--- src/rtl/poly_eval_horner.sv ---
// rtl/poly_eval_horner.sv - Horner polynomial evaluator loaded item by item from a go-strobed switch bus
// Coefficients a_D..a_0 then x are captured once per go press; re-evaluation with a new x is supported.
module poly_eval_horner #(
  parameter int WIDTH  = 8,
  parameter int DEGREE = 2
) (
  input  logic                            clk,
  input  logic                            reset,
  input  logic                            go,
  input  logic                            reeval,
  input  logic [WIDTH-1:0]                data_in,
  output logic [WIDTH-1:0]                data_result,
  output logic [$clog2(DEGREE+2)-1:0]     load_idx,
  output logic                            busy,
  output logic                            done,
  output logic                            overflow
);

  localparam int IW = $clog2(DEGREE + 2);
  localparam int KW = $clog2(DEGREE + 1);
  localparam logic [IW-1:0] LAST_IDX = IW'(DEGREE + 1);
  localparam logic [KW-1:0] LAST_K   = KW'(DEGREE);

  typedef enum logic [2:0] {
    S_LOAD,
    S_LOAD_WAIT,
    S_EVAL,
    S_HOLD,
    S_HOLD_WAIT
  } state_t;

  state_t state, state_next;

  logic [WIDTH-1:0]   coef [DEGREE+1];
  logic [WIDTH-1:0]   x;
  logic [WIDTH-1:0]   acc;
  logic [KW-1:0]      k;
  logic               mode_reeval;
  logic [WIDTH-1:0]   coef_k;
  logic [2*WIDTH-1:0] prod;
  logic [WIDTH:0]     sum;
  logic               step_ovf;
  logic               start_eval;

  always_comb begin
    coef_k = '0;
    for (int i = 0; i <= DEGREE; i++) begin
      if (k == KW'(i)) coef_k = coef[i];
    end
  end

  // Overflow looks at the full-width product and at the carry of the truncated sum.
  assign prod     = {{WIDTH{1'b0}}, acc} * {{WIDTH{1'b0}}, x};
  assign sum      = {1'b0, prod[WIDTH-1:0]} + {1'b0, coef_k};
  assign step_ovf = (|prod[2*WIDTH-1:WIDTH]) | sum[WIDTH];

  assign start_eval = !go && (((state == S_LOAD_WAIT) && (load_idx == LAST_IDX)) ||
                              ((state == S_HOLD_WAIT) && mode_reeval));
  assign busy = (state == S_EVAL);

  always_ff @(posedge clk) begin
    if (reset) state <= S_LOAD;
    else       state <= state_next;
  end

  always_comb begin
    state_next = state;
    case (state)
      S_LOAD:      if (go) state_next = S_LOAD_WAIT;
      S_LOAD_WAIT: if (!go) state_next = (load_idx == LAST_IDX) ? S_EVAL : S_LOAD;
      S_EVAL:      if (k == LAST_K) state_next = S_HOLD;
      S_HOLD:      if (go) state_next = S_HOLD_WAIT;
      S_HOLD_WAIT: if (!go) state_next = mode_reeval ? S_EVAL : S_LOAD;
      default:     state_next = S_LOAD;
    endcase
  end

  always_ff @(posedge clk) begin
    if (reset) begin
      for (int i = 0; i <= DEGREE; i++) coef[i] <= '0;
      x           <= '0;
      acc         <= '0;
      k           <= '0;
      mode_reeval <= 1'b0;
      data_result <= '0;
      load_idx    <= '0;
      done        <= 1'b0;
      overflow    <= 1'b0;
    end else begin
      done <= 1'b0;
      if (start_eval) begin
        acc      <= coef[0];
        k        <= KW'(1);
        overflow <= 1'b0;
      end
      case (state)
        S_LOAD: if (go) begin
          for (int i = 0; i <= DEGREE; i++) begin
            if (load_idx == IW'(i)) coef[i] <= data_in;
          end
          if (load_idx == LAST_IDX) x <= data_in;
        end
        S_LOAD_WAIT: if (!go && (load_idx != LAST_IDX)) load_idx <= load_idx + IW'(1);
        S_EVAL: begin
          acc <= sum[WIDTH-1:0];
          k   <= k + KW'(1);
          if (step_ovf) overflow <= 1'b1;
          if (k == LAST_K) begin
            data_result <= sum[WIDTH-1:0];
            done        <= 1'b1;
          end
        end
        S_HOLD: if (go) begin
          if (reeval) begin
            x           <= data_in;
            mode_reeval <= 1'b1;
          end else begin
            coef[0]     <= data_in;
            load_idx    <= '0;
            mode_reeval <= 1'b0;
          end
        end
        S_HOLD_WAIT: if (!go && !mode_reeval) load_idx <= IW'(1);
        default: ;
      endcase
    end
  end

endmodule

--- config.mk ---
export PLATFORM = sky130hd
export DESIGN_NAME = poly_eval_horner
export DESIGN_NICKNAME = d
export VERILOG_FILES = /design/src/rtl/poly_eval_horner.sv
export SDC_FILE = /design/constraint.sdc
export NUM_CORES = 1
export LEC_CHECK = 0
export ABC_AREA = 1
export CORE_UTILIZATION = 60
export CTS_BUF_LIST = sky130_fd_sc_hd__clkbuf_8
export CTS_CLUSTER_DIAMETER = 40
export CTS_CLUSTER_SIZE = 24
export DETAILED_ROUTE_END_ITERATION = 10
export MAX_ROUTING_LAYER = met4
export PLACE_DENSITY = 0.79
export SLEW_MARGIN = 25
export SYNTH_ARGS = -nofsm -noshare
export SYNTH_HDL_FRONTEND = slang
export SYNTH_SLANG_ARGS = --single-unit
--- constraint.sdc ---
create_clock -name clk -period 4.9 [get_ports clk]
set_clock_uncertainty 0.1 [all_clocks]
set_input_delay 0.98 -clock clk [delete_from_list [all_inputs] [get_ports clk]]
set_output_delay 0.98 -clock clk [all_outputs]
set_load 0.01 [all_outputs]
# Word-level counts from Yosys, hierarchy flattened
# Memory sizes are Yosys's and may differ from the RTL's.
# Cells that the tools add are included.
# word_totals
register_bits,34
ram_bits,24
inputBits,12
output_inout_bits,13
mem_count,1
# classes
add_sub_neg,3
multipliers,1
n_eq_ne,20
muxes,56
bitwise_logic,6
reduce_logical,21
# memory_table
name,depth,word_bits,read_ports,rd_ports_with_merged_regs,write_ports,line_no,text
coef,3,8,3,0,3,34,logic [WIDTH-1:0] coef [DEGREE+1];
# op_table
cell,count
8-bit two-way mux,13
1-bit two-way mux,27
8-bit by 8-bit multiplier with 16-bit output,1
2-bit two-way mux,8
"2-bit != test, second input constant",8
8-bit case mux with 2 select lines,1
3-bit two-way mux,5
3-bit case mux with 5 select lines,1
5-bit AND reduction,3
8-bit by 8-bit adder with 9-bit output,1
8-bit OR reduction,1
"2-bit == test, second input constant",3
"3-bit by 2-bit == test with 1-bit output, second input constant",2
"2-bit by 1-bit != test with 1-bit output, second input constant",3
2-bit case mux with 3 select lines,1
1-bit logical AND,5
1-bit bitwise OR,5
"2-bit by 1-bit adder with 2-bit output, second input constant",2
"2-bit by 1-bit == test with 1-bit output, second input constant",2
2-bit zero test,2
2-bit AND reduction,2
2-bit nonzero test,2
"3-bit by 1-bit == test with 1-bit output, second input constant",1
"3-bit == test, second input constant",1
other kinds (6),7

# Depth between registers and ports, before layout
# Gate-level depths: netlist of the first run.
# depth
depth_word,8
depth_mapped,23
ltp_nobuf,22

# Worst setup path before layout of the first run
# OpenSTA, ideal clock, no wires.
# synth_timing
kind,register -> register
from,register acc[2]
to,register overflow
setup_ns,0.137
t_arrival_ns,4.141
required_time_ns,4.663
path_slack_ns,0.522
stages_incl_launch_ff,21
n_path_buf,1
cell_sequence,dfxtp_1 -> clkbuf_1 -> nand2_1 -> fa_1 -> inv_1 -> ha_1 -> inv_1 -> fa_1 -> fa_1 -> inv_1 -> ha_1 -> or2_1 -> nand2_1 -> xnor2_1 -> ha_1 -> a21oi_1 -> o21ai_0 -> a21oi_1 -> nand4_1 -> nand2_1 -> a21oi_1
# synth_between
elab_chain_cells,5
word_cells_on_any_way,6
# synth_lines
item,line_no,text
from (decl),36,logic [WIDTH-1:0] acc;
from (signal assigned),92,acc <= coef[0];
from (signal assigned),105,acc <= sum[WIDTH-1:0];
8-bit by 8-bit multiplier with 16-bit output *,53,"assign prod = {{WIDTH{1'b0}}, acc} * {{WIDTH{1'b0}}, x};"
8-bit by 8-bit adder with 9-bit output or 8-bit OR reduction (tied branches),"54, 55",
1-bit bitwise OR *,55,assign step_ovf = (|prod[2*WIDTH-1:WIDTH]) | sum[WIDTH];
1-bit two-way mux *,107,if (step_ovf) overflow <= 1'b1;
1-bit two-way mux *,96,case (state)
to (signal assigned),88,overflow <= 1'b0;
to (signal assigned),94,overflow <= 1'b0;
to (signal assigned),107,
to (decl),16,output logic overflow
# Every way passes the cells marked *; elsewhere a longest branch is shown, timed or not.
# A chain may end at the register's enable or synchronous reset.

# Worst setup path after layout of the first run
# layout_timing
from,register x[3]
to,register overflow
# layout_between
elab_chain_cells,5
word_cells_on_any_way,6
# layout_lines
item,line_no,text
from (decl),35,logic [WIDTH-1:0] x;
from (signal assigned),101,if (load_idx == LAST_IDX) x <= data_in;
from (signal assigned),115,x <= data_in;
8-bit by 8-bit multiplier with 16-bit output *,53,
8-bit by 8-bit adder with 9-bit output or 8-bit OR reduction (tied branches),"54, 55",
1-bit bitwise OR *,55,
1-bit two-way mux *,107,
1-bit two-way mux *,96,
# Marks and branches as above.

==> summary.txt, run 1 <==
Final layout
  • Area Overhead vs Synth: 9.41%
  • Fillers: roughly 700
  • Antenna diodes: 0
  • Finished Cell Area: 5730 um2
  • Nets: 808
  • Layout cell share with drive strength beyond 1: 0.0547

Logic synthesis
  • Async set-or-reset flop fraction in the synthesized netlist: 0
  • Synth warn: 0
  • Post-synth top area share: 0.141
  • Post-synth EDFFs: 24
  • #FFs+latches synth: a little under 60
  • Part of the Yosys area used for sequential elements: 0.268
  • Post-synth top area cell: fa_1
  • Top cells by count, synth: nand2_1, inv_1, ha_1
  • Dominant cell by count in the synthesized netlist: nand2_1
  • Main flop type after synthesis: dfxtp_1
  • Library cells used by synthesis: 39
  • Cell count after synthesis: about 690
  • Syn Nets: 792
  • Top cells by area, synth: fa_1, edfxtp_1, nand2_1
  • Syn Area/Cell: roughly 7.6 um2
  • Mapped cell area: 5240 um2

Timing
  • Fin. max-slew vios: 0
  • Relative slew slack: 0.432
  • RSZ-0062 raised after global routing: false
  • Peak Freq: 0.213 GHz
  • Final setup viols: 0
  • Fin crit period: 4.69 ns
  • Final hold vios: 0
  • Worst setup margin: 0.208 ns
  • Slew at the pin with the worst max-slew slack: 0.849 ns
  • Final Cycle Share: 0.957
  • Fin Setup TNS: 0 ns

Pwr
  • Static leakage: 3.02 nW
  • Comb power frac: 0.394
  • Clock Power Share: 0.224
  • Net Sw Frac: 0.427
  • Internal power: 1.14 mW
  • PD cells: 347 nW/um2
  • Total power draw: 1.99 mW
  • Switching power: 850 uW
  • Maximum vdd drop: roughly 0.31 mV
  • Seq pwr share: 0.382

Global route
  • Largest net degree at the start of global routing: 18
  • GRT Resource Usage Total: 0.308
  • Grt total ovfl: 0
  • Vias in the first global route: ~4400
  • First-pass GRT wire length: 20400 um
  • Initial antenna violation count: 0

CTS
  • CTS sink cnt: 58
  • Post-CTS Setup Bufs: 0
  • # resized after CTS: 0
  • Clk root buf: clkbuf_8
  • CTS tree: built
  • CTS Hold Bufs: 0
  • Clock transition at path regs: about 0.07 ns
  • CTS buffer count: 9
  • Skew-Pair Late Insertion Delay: 0.35 ns
  • CTS H-Tree Depth: 3
  • CTS Buffer Depth: 2

Floorplanning
  • Die Area: 9110 um2
  • Number of I/O pins: 25
  • Num rows: 33
  • Core Area: between 8000 and 9000 um2
  • Die height: roughly 95 um
  • Die W: 95.4 um
  • Initial Util: 0.628

Route
  • Wire per inst: 15.4 um
  • DR DRC count: 0
  • Pre-antenna DRT Iters: 6
  • Post-DRT Antenna Nets: 0
  • DR vias/cell: 5.49
  • First DRT Iteration DRCs: around 370
  • Final WL: 12600 um
  • Vias after detailed routing: roughly 4500

Worst setup path
  • Worst Setup SP: x[3]$_SDFFE_PP0P_
  • Critical path, cell by cell: nand2_1, fa_1, inv_1, fa_1, inv_1, fa_1, fa_1, inv_1, ha_1, or2_1, nand2_1, xnor2_1, ha_1, a21oi_1, o21ai_0, a21oi_1, nand4_1, nand2_1, a21oi_1
  • CP max FO: 9
  • CP arrival: 4.82 ns
  • Worst endpoint required time: approximately 5.0 ns
  • Setup CP Type: flop to flop
  • Reg2Reg Depth: 19
  • CP Launch Type: flop
  • Critical R2R Launch: x[3]$_SDFFE_PP0P_
  • Max incr delay on CP: 0.57 ns
  • Worst path most repeated cell: fa_1
  • R2R Setup Slk: 0.21 ns
  • Slowest CP cell: dfxtp_1
  • Critical R2R Capture: overflow$_SDFF_PP0_
  • CP endpoint kind: flop

Placed design
  • Place WS: 0.295 ns
  • PortBufs: 24
  • Placed Area: 5540 um2
  • RePlAce Congestion: a little over 0.9
  • DP HPWL: 10200 um

Hold path
  • Hold Path Origin: data_result[2]$_SDFFE_PP0P_
  • Hold Path Class: flop to flop
  • Hold Path Cell Cnt: 2
  • Hold endpoint: data_result[2]$_SDFFE_PP0P_

Flow run
  • Max_cap viols: 0

Outcome
  • Status: finished, final reports clean
## metal layers
metal | vias up | wire length [um] | track usage
met1 | 2108 | 5390 | 0.382
met4 | 0 | 372 | 0.103
met2 | 177 | 6090 | 0.522
met3 | 33 | 774 | 0.0391
li1 | 2172 | - | -
met5 | - | 0 | -
## cell type report
cell class | instances | area (um2) | area share
multi-input combinational | 461 | 3160 | 0.551
sequential | 58 | 1400 | 0.245
inverter | 148 | 559 | 0.0976
timing repair buffer | 30 | 285 | 0.0498
tap | 105 | 131 | 0.0229
clock buffer | 9 | 124 | 0.0216
clock inverter | 7 | 71.3 | 0.0124
## layout by cell type, fill, tap and decap left out, types with 8 or more instances in the layout
cell type and instances:
nand2_1 189, o211ai_1 9, inv_1 141, nand3_1 30, clkbuf_8 9, a21oi_1 31, nor2_1 38, edfxtp_1 24
o21ai_0 20, ha_1 51, fa_1 37, dfxtp_1 34, xor2_1 8, clkdlybuf4s50_1 24, o21a_1 8
## per-stage QoR
step           hold WS (ns)  cells  utilization
6_report              0.367    818        0.687
5_1_grt               0.386    818        0.687
4_1_cts               0.371    818        0.687
3_5_place_dp          0.362    802        0.664
3_3_place_gp          0.352    802        0.664
2_1_floorplan         0.347    692            -
## worst max-delay path by stage
stage                                   to  slack [ns]  cells after the start
4_1_cts                overflow$_SDFF_PP0_        0.29                     19
5_1_grt        data_result[7]$_SDFFE_PP0P_        0.04                     19
3_5_place_dp           overflow$_SDFF_PP0_        0.29                     19
2_1_floorplan          overflow$_SDFF_PP0_        0.52                     20
3_3_place_gp   data_result[7]$_SDFFE_PP0P_        0.37                     19
6_report               overflow$_SDFF_PP0_        0.21                     19
## flip-flops by register name (all words and copies together), names as in the netlist
signal,cells
x,8
done,1
k,2
coef,24
data_result,8
mode_reeval,1
load_idx,2
state,3
acc,8
overflow,1
## kinds of logic after synthesis
kind of cell / count (synthesis) / synth area share
XOR/XNOR: 10 / 0.0167
AO/OA/AOI/OAI: 89 / 0.106
AND/OR/NAND/NOR: 274 / 0.217
flip-flops: 58 / 0.268
adder cells (fa/ha/maj): 88 / 0.263
buffers and inverters: 173 / 0.129
## power by group through the flow
stage / clock [mW] / combinational (mW) / sequential (mW)
CTS: 0.446 / 0.772 / 0.753
detailed placement: 0 / 0.764 / 0.763
global placement: 0 / 0.742 / 0.755
floorplan: 0 / 0.614 / 0.677
finish: 0.445 / 0.784 / 0.759
global route: 0.464 / 0.864 / 0.767
## critical path, delay by kind of cell (launching register included)
kind | cells | cell delay [ns]
simple gates | 5 | 0.67
fa+ha+maj | 6 | 2.40
compound gates | 4 | 0.49
buf+inv | 3 | 0.22
xor+xnor | 1 | 0.12
flops | 1 | 0.57
No activity file was read; power rests on OpenSTA's default activity.
==> run 2: changes to the inputs <==
--- a/config.mk
+++ b/config.mk
@@ -6,6 +6,7 @@
 export NUM_CORES = 1
 export LEC_CHECK = 0
 export ABC_AREA = 1
+export CORE_MARGIN = 2
 export CORE_UTILIZATION = 60
 export CTS_BUF_LIST = sky130_fd_sc_hd__clkbuf_8
 export CTS_CLUSTER_DIAMETER = 40
==> summary.txt, run 2 (synthesis gave the netlist of run 1 again) <==
Outcome
  • Status: finished, final reports clean

Hold path
  • Hold endpoint: data_result[6]$_SDFFE_PP0P_
  • Hold Path Origin: data_result[6]$_SDFFE_PP0P_
  • Hold Path Class: flop to flop
  • Hold Path Cell Cnt: 2

Timing
  • Final setup viols: 0
  • Fin. max-slew vios: 0
  • Final Cycle Share: 0.930
  • RSZ-0062 raised after global routing: false
  • Final hold vios: 0
  • Peak Freq: 0.219 GHz
  • Slew at the pin with the worst max-slew slack: 0.791 ns
  • Fin Setup TNS: 0 ns
  • Fin crit period: between 4 and 5 ns
  • Relative slew slack: 0.470
  • Fin Hold WS: 0.371 ns

Final layout
  • Antenna diodes: 0
  • Count of non-filler cells in the finished layout: 821
  • Area Overhead vs Synth: 11.0%
  • Layout cell share with drive strength beyond 1: 0.0701
  • Area occupied by multi-input gates: 3170 um2
  • Final core occ: 0.676
  • Fillers: 717
  • Most common cell after layout, fill and taps aside: nand2_1
  • Commonest non-fill, non-tap cells in the layout: nand2_1, inv_1, ha_1
  • Reg with most FFs: coef
  • Max FFs per register: 24
  • Nets: approximately 810
  • Storage element area: 1430 um2

CTS
  • CTS sink cnt: 58
  • Clock transition at path regs: 0.07 ns
  • Skew-Pair Late Insertion Delay: 0.34 ns
  • CTS tree: built
  • CTS H-Tree Depth: 3
  • CTS buffer count: 9
  • Clk root buf: clkbuf_8
  • CTS Buffer Depth: 2

Pwr
  • PD cells: 356 nW/um2
  • Maximum vdd drop: 0.318 mV
  • Total power draw: between 2 and 2.5 mW
  • Static leakage: 3.05 nW

Global route
  • Initial antenna violation count: 0
  • Largest net degree at the start of global routing: 18
  • Grt total ovfl: 0
  • Vias in the first global route: 4556
  • GRT Resource Usage Total: 0.284
  • First-pass GRT wire length: roughly 21000 um

Route
  • Vias after detailed routing: between 4000 and 5000
  • Pre-antenna DRT Iters: 5
  • Post-DRT Antenna Nets: 0
  • Wire per inst: around 15 um
  • DR DRC count: 0
  • First DRT Iteration DRCs: 239
  • Final WL: 12600 um
  • DR vias/cell: 5.44

Worst setup path
  • Cell family with most CP delay: adder cells
  • Worst path most repeated cell: fa_1
  • Worst endpoint required time: 5.03 ns
  • Critical path, cell by cell: buf_4, nand2_1, fa_1, fa_1, fa_1, fa_1, inv_1, ha_1, xnor2_1, ha_1, a21oi_1, o21ai_0, a21oi_1, nand4_1, nand2_1, a21oi_1
  • CP max FO: 8
  • Max incr delay on CP: between 0.5 and 0.6 ns
  • R2R Setup Slk: 0.34 ns
  • CP Launch Type: flop
  • WP buf/inv: 2
  • Setup CP Type: flop to flop
  • Slowest CP cell: fa_1
  • Reg2Reg Depth: 16
  • Critical R2R Capture: overflow$_SDFF_PP0_
  • Critical R2R Launch: acc[0]$_SDFFE_PP0P_
  • CP arrival: roughly 4.7 ns
  • CP endpoint kind: flop

Placed design
  • RePlAce Congestion: 1.06
  • PortBufs: 24
  • DP HPWL: 10100 um
  • Placed insts: 805

Floorplanning
  • Num rows: 34
  • Die height: 97.4 um
  • Initial Util: 0.609
  • Die Area: ~9500 um2
  • Die W: 97.4 um
  • Core Area: 8590 um2
  • Number of I/O pins: 25

Flow run
  • Max_cap viols: 0
-- run 2: cell types whose count changed in the layout (fill, tap and decap cells not counted), sizes merged --
cell,before,now
inv,146,145
clkinv,6,7
clkinvlp,2,0
bufinv,1,3
-- run 2: routing by layer --
layer | track usage | wire length [um] | vias up
met4 | 0.103 | 355 | 0
met2 | 0.492 | 6420 | 142
met3 | 0.0446 | 666 | 35
met1 | 0.336 | 5190 | 2112
li1 | - | - | 2180
met5 | - | 0 | -
-- run 2: worst register-to-register path: stages (launching register included) --
cell and delay [ns]:
dfxtp_1 0.34, buf_4 0.17, nand2_1 0.09, fa_1 0.52, fa_1 0.53, fa_1 0.52
fa_1 0.55, inv_1 0.04, ha_1 0.34, xnor2_1 0.20, ha_1 0.28, a21oi_1 0.15
o21ai_0 0.09, a21oi_1 0.17, nand4_1 0.18, nand2_1 0.10, a21oi_1 0.06
-- run 2: cell type report --
| class | instances | share of cell area |
|---|---|---|
| well taps | 108 | 0.0233 |
| clock inverters | 7 | 0.0185 |
| clock buffers | 9 | 0.0213 |
| flip-flops and latches | 58 | 0.245 |
| multi-input cells | 461 | 0.546 |
| repair buffers | 30 | 0.0491 |
| inverters | 148 | 0.0962 |
-- run 2: metrics by stage --
stage | area (um2) | setup slack [ns]
2_1_floorplan | 5240 | 0.522
3_5_place_dp | 5540 | 0.175
5_1_grt | 5810 | 0.0647
3_3_place_gp | 5540 | 0.258
6_report | 5810 | 0.343
4_1_cts | 5770 | 0.176
-- run 2: timing repair --
item | 4_1_cts | 5_1_grt
resized for setup | 0 | 17
buffers inserted | 0 | 0
setup endpoints to repair | 0 | 1
hold buffers | 0 | 0
-- run 2: worst max-delay path by stage --
stage / start / to / slack (ns) / cells past startpoint
2_1_floorplan: acc[2]$_SDFFE_PP0P_ / overflow$_SDFF_PP0_ / 0.52 / 20
3_3_place_gp: acc[2]$_SDFFE_PP0P_ / overflow$_SDFF_PP0_ / 0.26 / 19
3_5_place_dp: acc[2]$_SDFFE_PP0P_ / overflow$_SDFF_PP0_ / 0.17 / 19
4_1_cts: acc[3]$_SDFFE_PP0P_ / overflow$_SDFF_PP0_ / 0.18 / 19
5_1_grt: x[7]$_SDFFE_PP0P_ / overflow$_SDFF_PP0_ / 0.06 / 18
6_report: acc[0]$_SDFFE_PP0P_ / overflow$_SDFF_PP0_ / 0.34 / 16
-- run 2: report_power, final --
| part | internal [mW] | switching, mW |
|---|---|---|
| Combinational | 0.284 | 0.511 |
| Clock | 0.332 | 0.188 |
| Sequential | 0.634 | 0.118 |
==> run 3: changes to the inputs <==
--- a/config.mk
+++ b/config.mk
@@ -14,7 +14,6 @@
 export DETAILED_ROUTE_END_ITERATION = 10
 export MAX_ROUTING_LAYER = met4
 export PLACE_DENSITY = 0.79
-export SLEW_MARGIN = 25
 export SYNTH_ARGS = -nofsm -noshare
 export SYNTH_HDL_FRONTEND = slang
 export SYNTH_SLANG_ARGS = --single-unit
==> results of run 3 <==
Final layout, timing and power as in run 2 (identical DEF).
==> patch 1 (flow settings as in run 2) <==
The 5 states of `state_t` get a one-hot encoding in 5 bits.
--- a/src/rtl/poly_eval_horner.sv
+++ b/src/rtl/poly_eval_horner.sv
@@ -22,10 +22,10 @@
   localparam logic [KW-1:0] LAST_K   = KW'(DEGREE);
 
-  typedef enum logic [2:0] {
-    S_LOAD,
-    S_LOAD_WAIT,
-    S_EVAL,
-    S_HOLD,
-    S_HOLD_WAIT
+  typedef enum logic [4:0] {
+    S_LOAD      = 5'b00001,
+    S_LOAD_WAIT = 5'b00010,
+    S_EVAL      = 5'b00100,
+    S_HOLD      = 5'b01000,
+    S_HOLD_WAIT = 5'b10000
   } state_t;
 
Formal check against the unedited RTL: no difference found for any inputs over 10 cycles, from zero or initial values and one cycle with reset high; not proved beyond that.
==> patch 1 against run 2 <==
  * Sequential cell count is 2 higher
  * Cell area is 0.26% higher
  * Via count is 0.47% lower
  * Setup slack worse by 0.049 ns
  * Utilization is 0.16 points lower
  * Routed wire length is 5.4% lower
  * Global-route usage is 0.51 points lower
  * First-iteration DRC count is 18% higher
  * Area after synthesis is 1.5% higher
  * Final cell count is 1.2% higher
  * Non-clock buffer count is 1 higher
Power is not compared: it rests on default switching activity, and its combinational part moved more than twofold at a synthesized area within 25%.
==> patch 1: results (changes against run 2) <==
- Outcome: completed
- Reg2reg path depth: 19 (+3)
- Post-synth EDFFs: 24 (unchanged)
- Worst R2R Setup Slack: 0.29 ns (-0.05 ns)
- Wire length on met3: 854 um (+28%)
- FF-to-FF Start: acc[2]
- Largest net degree at the start of global routing: 25 (+7)
- WL per Instance: 14.36 um (-6.6%)
- Post-synth net total: 802 (+1.3%)
- Place WS: 0.2742 ns (+0.09970 ns)
- Sequential area share after synthesis: 27.13% (+0.37 points)
- Nets: 818 (+1.2%)
- Final HPWL from detailed placement: 9.735 mm (-3.7%)
- M1 wire length: 5.373 mm (+3.6%)
- CP max stage delay: 0.57 ns (+0.02 ns)
- Total track usage: 27.90% (-0.51 points)
- Relative slew margins: 55.32% (+8.3 points)
- Top post-synthesis cells by area: fa_1 14%, dfxtp_1 14%, edfxtp_1 14%
- Arr. time, crit path: 4.73 ns (+0.04 ns)
- Cts bufs inserted: 9 (unchanged)
- Area after DPL: 5634 sq um (+1.7%)
- First-pass GRT wire length: 21.16 mm (-0.32%)
- Top FF cell, synth: dfxtp_1
- Hold EP: data_result[2]
- Share of post-route cells with drive strength above 1: 6.639% (-0.37 points)
- GP Congestion: 0.9189 (-13%)
- Synth unique cells: 41 (+5.1%)
- Hold wc startpoint: data_result[2]
- Hold Crit Depth: 2 (unchanged)
- Port-buffer cells: 24 (unchanged)
- Vias in the first global route: 4,483 (-1.6%)
- Crit path max fanout: 9 (+1)
- FILL cells: 729 (+1.7%)
- Synth cell count leaders: 181 x nand2_1, 146 x inv_1, 51 x ha_1
- Post-CTS Setup Bufs: 0 (unchanged)
- Post-DR vias/cell: 5.353 (-1.7%)
- Met2 WL: 5.552 mm (-13%)
- Highest Signal Layer: met4
- Initial DRC Count: 282 (+18%)
[patch 1: cell count changes in the layout (fill, tap and decap cells not counted), moves of 4 or more]
cell / before / now
dfxtp_1: 24 / 35
nand2_1: 189 / 181
nand3_1: 30 / 22
inv_1: 140 / 147
nor2_1: 38 / 44
a21oi_1: 30 / 35
dfxtp_4: 5 / 0
o21ai_0: 20 / 15
clkinv_1: 4 / 0
dfxtp_2: 5 / 1
nand4_1: 4 / 8
[patch 1: cell type report]
| class | instances | area, sq um | area share [%] |
|---|---|---|---|
| multi-input cells | 463 | 3191 | 54.76 |
| well taps | 108 | 135.1 | 2.319 |
| flip-flops and latches | 60 | 1443 | 24.76 |
| clock inverters | 7 | 67.56 | 1.160 |
| repair buffers | 31 | 292.8 | 5.025 |
| inverters | 153 | 574.3 | 9.856 |
| clock buffers | 9 | 123.9 | 2.126 |
[patch 1: layer usage]
metal | global-route usage [%] | vias up
li1 | - | 2220
met3 | 6.657 | 16
met5 | - | -
met1 | 37.40 | 2070
met4 | 6.410 | 0
met2 | 43.36 | 142
[patch 1: power by group]
part / leakage, nW / switching, mW / internal [mW] / total (mW)
Sequential: 0.542 / 0.0119 / 0.541 / 0.553
Clock: 0.0968 / 0.207 / 0.233 / 0.439
Combinational: 2.45 / 0.0652 / 0.0371 / 0.102
[patch 1: through the flow]
step	instances	hold WS (ns)
floorplan	702	0.3558
global placement	815	0.3555
detailed placement	815	0.3564
CTS	831	0.3680
global route	831	0.3965
finish	831	0.3720
[patch 1: logic make-up (layout without fill, tap and decap cells)]
family	Yosys count	count (layout)	share of synthesized area, %
xor gates and xnor gates	10	10	1.648
DFF	60	60	27.12
AOI/OAI and AO/OA	89	89	10.15
buffers and inverters	179	200	12.83
adders and majority gates	88	88	25.95
and+or+nand+nor	276	276	22.30
[patch 1: worst max path at each step]
stage	slack, ns	from	to
after floorplan	0.47	acc[2]	overflow
after global placement	0.38	x[4]	overflow
after detailed placement	0.27	x[4]	overflow
after CTS	0.27	x[4]	overflow
after global routing	0.02	acc[1]	acc[7]
final	0.29	acc[2]	overflow
[patch 1: tightest hold or removal path, stage by stage (launching register included)]
cell and delay (ns):
dfxtp_1 0.32, nand2_1 0.06, a21oi_1 0.05
==> patch 2 (config.mk and constraints of run 2) <==
Made on the original files. The parameter `WIDTH` goes from 8 to 12.
--- a/src/rtl/poly_eval_horner.sv
+++ b/src/rtl/poly_eval_horner.sv
@@ -2,5 +2,5 @@
 // Coefficients a_D..a_0 then x are captured once per go press; re-evaluation with a new x is supported.
 module poly_eval_horner #(
-  parameter int WIDTH  = 8,
+  parameter int WIDTH  = 12,
   parameter int DEGREE = 2
 ) (
Ports: changed (resized data_in and data_result); port bits go from 25 to 33. The function was not compared with the original's and may differ.
==> patch 2 against run 2 <==
  * The run now ends with setup timing left
  * Final cell count rose by 83%
  * Highest routed layer unchanged
  * Largest cell class unchanged
  * Power is 47% higher
  * Critical path type unchanged
  * Routed wire length is 87% higher
  * Synthesized cell count is 73% higher
  * Area after synthesis rose by 73%
  * Cell area grew 88%
  * Setup slack got worse by 0.76 ns
  * Sequential cell count is 24 higher
==> patch 2: results (changes against run 2) <==
- Grt met2 use: 49.97% (+0.79 points)
- Port-buffer cells: 32 (+33%)
- Max reg flops: 36 (+50%)
- Share of post-route cells with drive strength above 1: 17.16% (+10 points)
- CP max-delay cell: fa_2
- Final setup fails: 7 (+7)
- Hold EP: data_result[4]
- Hold wc startpoint: data_result[4]
- GR met1 Demand/Resource: 40.56% (+6.9 points)
- Post-synth EDFFs: 36 (+50%)
- Worst-Skew Late Latency: 0.37 ns (+0.03 ns)
- Final HPWL from detailed placement: 17.98 mm (+78%)
- Reg2reg path depth: 25 (+9)
- Met3 GRT Util: 4.808% (+0.35 points)
- Post-DR vias/cell: 5.394 (-0.91%)
- FILL cells: 1,068 (+49%)
- Area after DPL: 10,290 sq um (+86%)
- Sequential area share after synthesis: 22.12% (-4.6 points)
- Arr. time, crit path: 5.47 ns (+0.78 ns)
- FF-to-FF Start: x[4]
- Drt total wl: 23.56 mm (+87%)
- Nets: 1,510 (+87%)
- Top post-synthesis cells by area: fa_1 22%, nand2_1 14%, edfxtp_1 12%
- Setup ws final: -0.4168 ns (-0.7603 ns)
- Worst R2R Setup Slack: -0.42 ns (-0.76 ns)
- Leak: 5.740 nW (+88%)
- Crit path max fanout: 5 (-3)
- Total track usage: 30.95% (+2.5 points)
- Maximum vdd drop: 295.4 uV (-7.2%)
- Cell Int Power: 1.731 mW (+38%)
- Failing checks: setup timing
- Vias in the first global route: 8,114 (+78%)
- Slew @ Worst Pin: 0.8666 ns (+0.07566 ns)
- GP Congestion: 0.9991 (-5.9%)
- Initial DRC Count: 685 (+190%)
- Outcome: complete, but fails checks
- First-pass GRT wire length: 38.84 mm (+83%)
- Largest net degree at the start of global routing: 32 (+14)
- Post-synth net total: 1,395 (+76%)
[patch 2: cell count changes in the layout (fill, tap and decap cells not counted), sizes merged, moves of 11 or more]
cell    change
nor2       +38
a21oi      +17
fa         +64
dfxtp      +12
o21ai      +11
buf       +106
ha         +30
inv       +131
nand2     +152
edfxtp     +12
[patch 2: routing by layer]
| metal | wire, um | part of all wire (%) |
|---|---|---|
| met5 | 0 | 0 |
| met4 | 721 | 3.1 |
| met3 | 1701 | 7.2 |
| met2 | 11310 | 48 |
| met1 | 9829 | 42 |
[patch 2: power by group through the flow]
stage | sequential, mW | clock, mW | combinational, mW
floorplan | 0.968 | 0 | 0.834
global placement | 1.01 | 0 | 1.31
detailed placement | 1.02 | 0 | 1.33
CTS | 1.01 | 0.458 | 1.44
global route | 1.03 | 0.482 | 1.68
finish | 1.01 | 0.456 | 1.56
[patch 2: tightest hold or removal path: cells and delay by family, from the launching register on]
kind             cells  cell delay (ns)
flip-flops           1             0.32
AND/OR/NAND/NOR      2             0.12
[patch 2: layout make-up]
class	instances	area share, %
well taps	184	2.102
inverters	274	9.401
repair buffers	144	11.01
clock inverters	5	0.2170
flip-flops and latches	82	18.56
clock buffers	11	1.382
multi-input cells	801	57.32
[patch 2: kinds of logic after synthesis]
kind of cell    synth area share (%)
flops                          22.12
xor+xnor                       1.742
fa+ha+maj                      33.54
simple gates                   21.17
buf+inv                        13.16
compound gates                 8.268
[patch 2: worst max path at each step]
stage	end	cells past startpoint	startpoint	slack, ns
finish	overflow	25	x[4]	-0.42
global route	overflow	27	x[5]	-0.60
CTS	overflow	26	x[5]	-0.28
detailed placement	overflow	26	x[5]	-0.45
global placement	overflow	26	x[5]	-0.35
floorplan	overflow	27	x[5]	-0.21
[patch 2: metrics by stage]
stage,hold WS [ns],TNS (ns),worst slack [ns]
2_1_floorplan,0.3514,-0.2087,-0.2087
3_3_place_gp,0.3623,-1.840,-0.3530
3_5_place_dp,0.3691,-2.397,-0.4545
4_1_cts,0.3898,-1.221,-0.2800
5_1_grt,0.4120,-2.712,-0.6045
6_report,0.3935,-1.433,-0.4168
[patch 2: what timing repair did]
action,4_1_cts,5_1_grt
gates cloned,0,0
setup endpoints to repair,10,13
hold buffers,0,0
gates resized for setup,38,42
buffers inserted,8,4
pin swaps,19,26
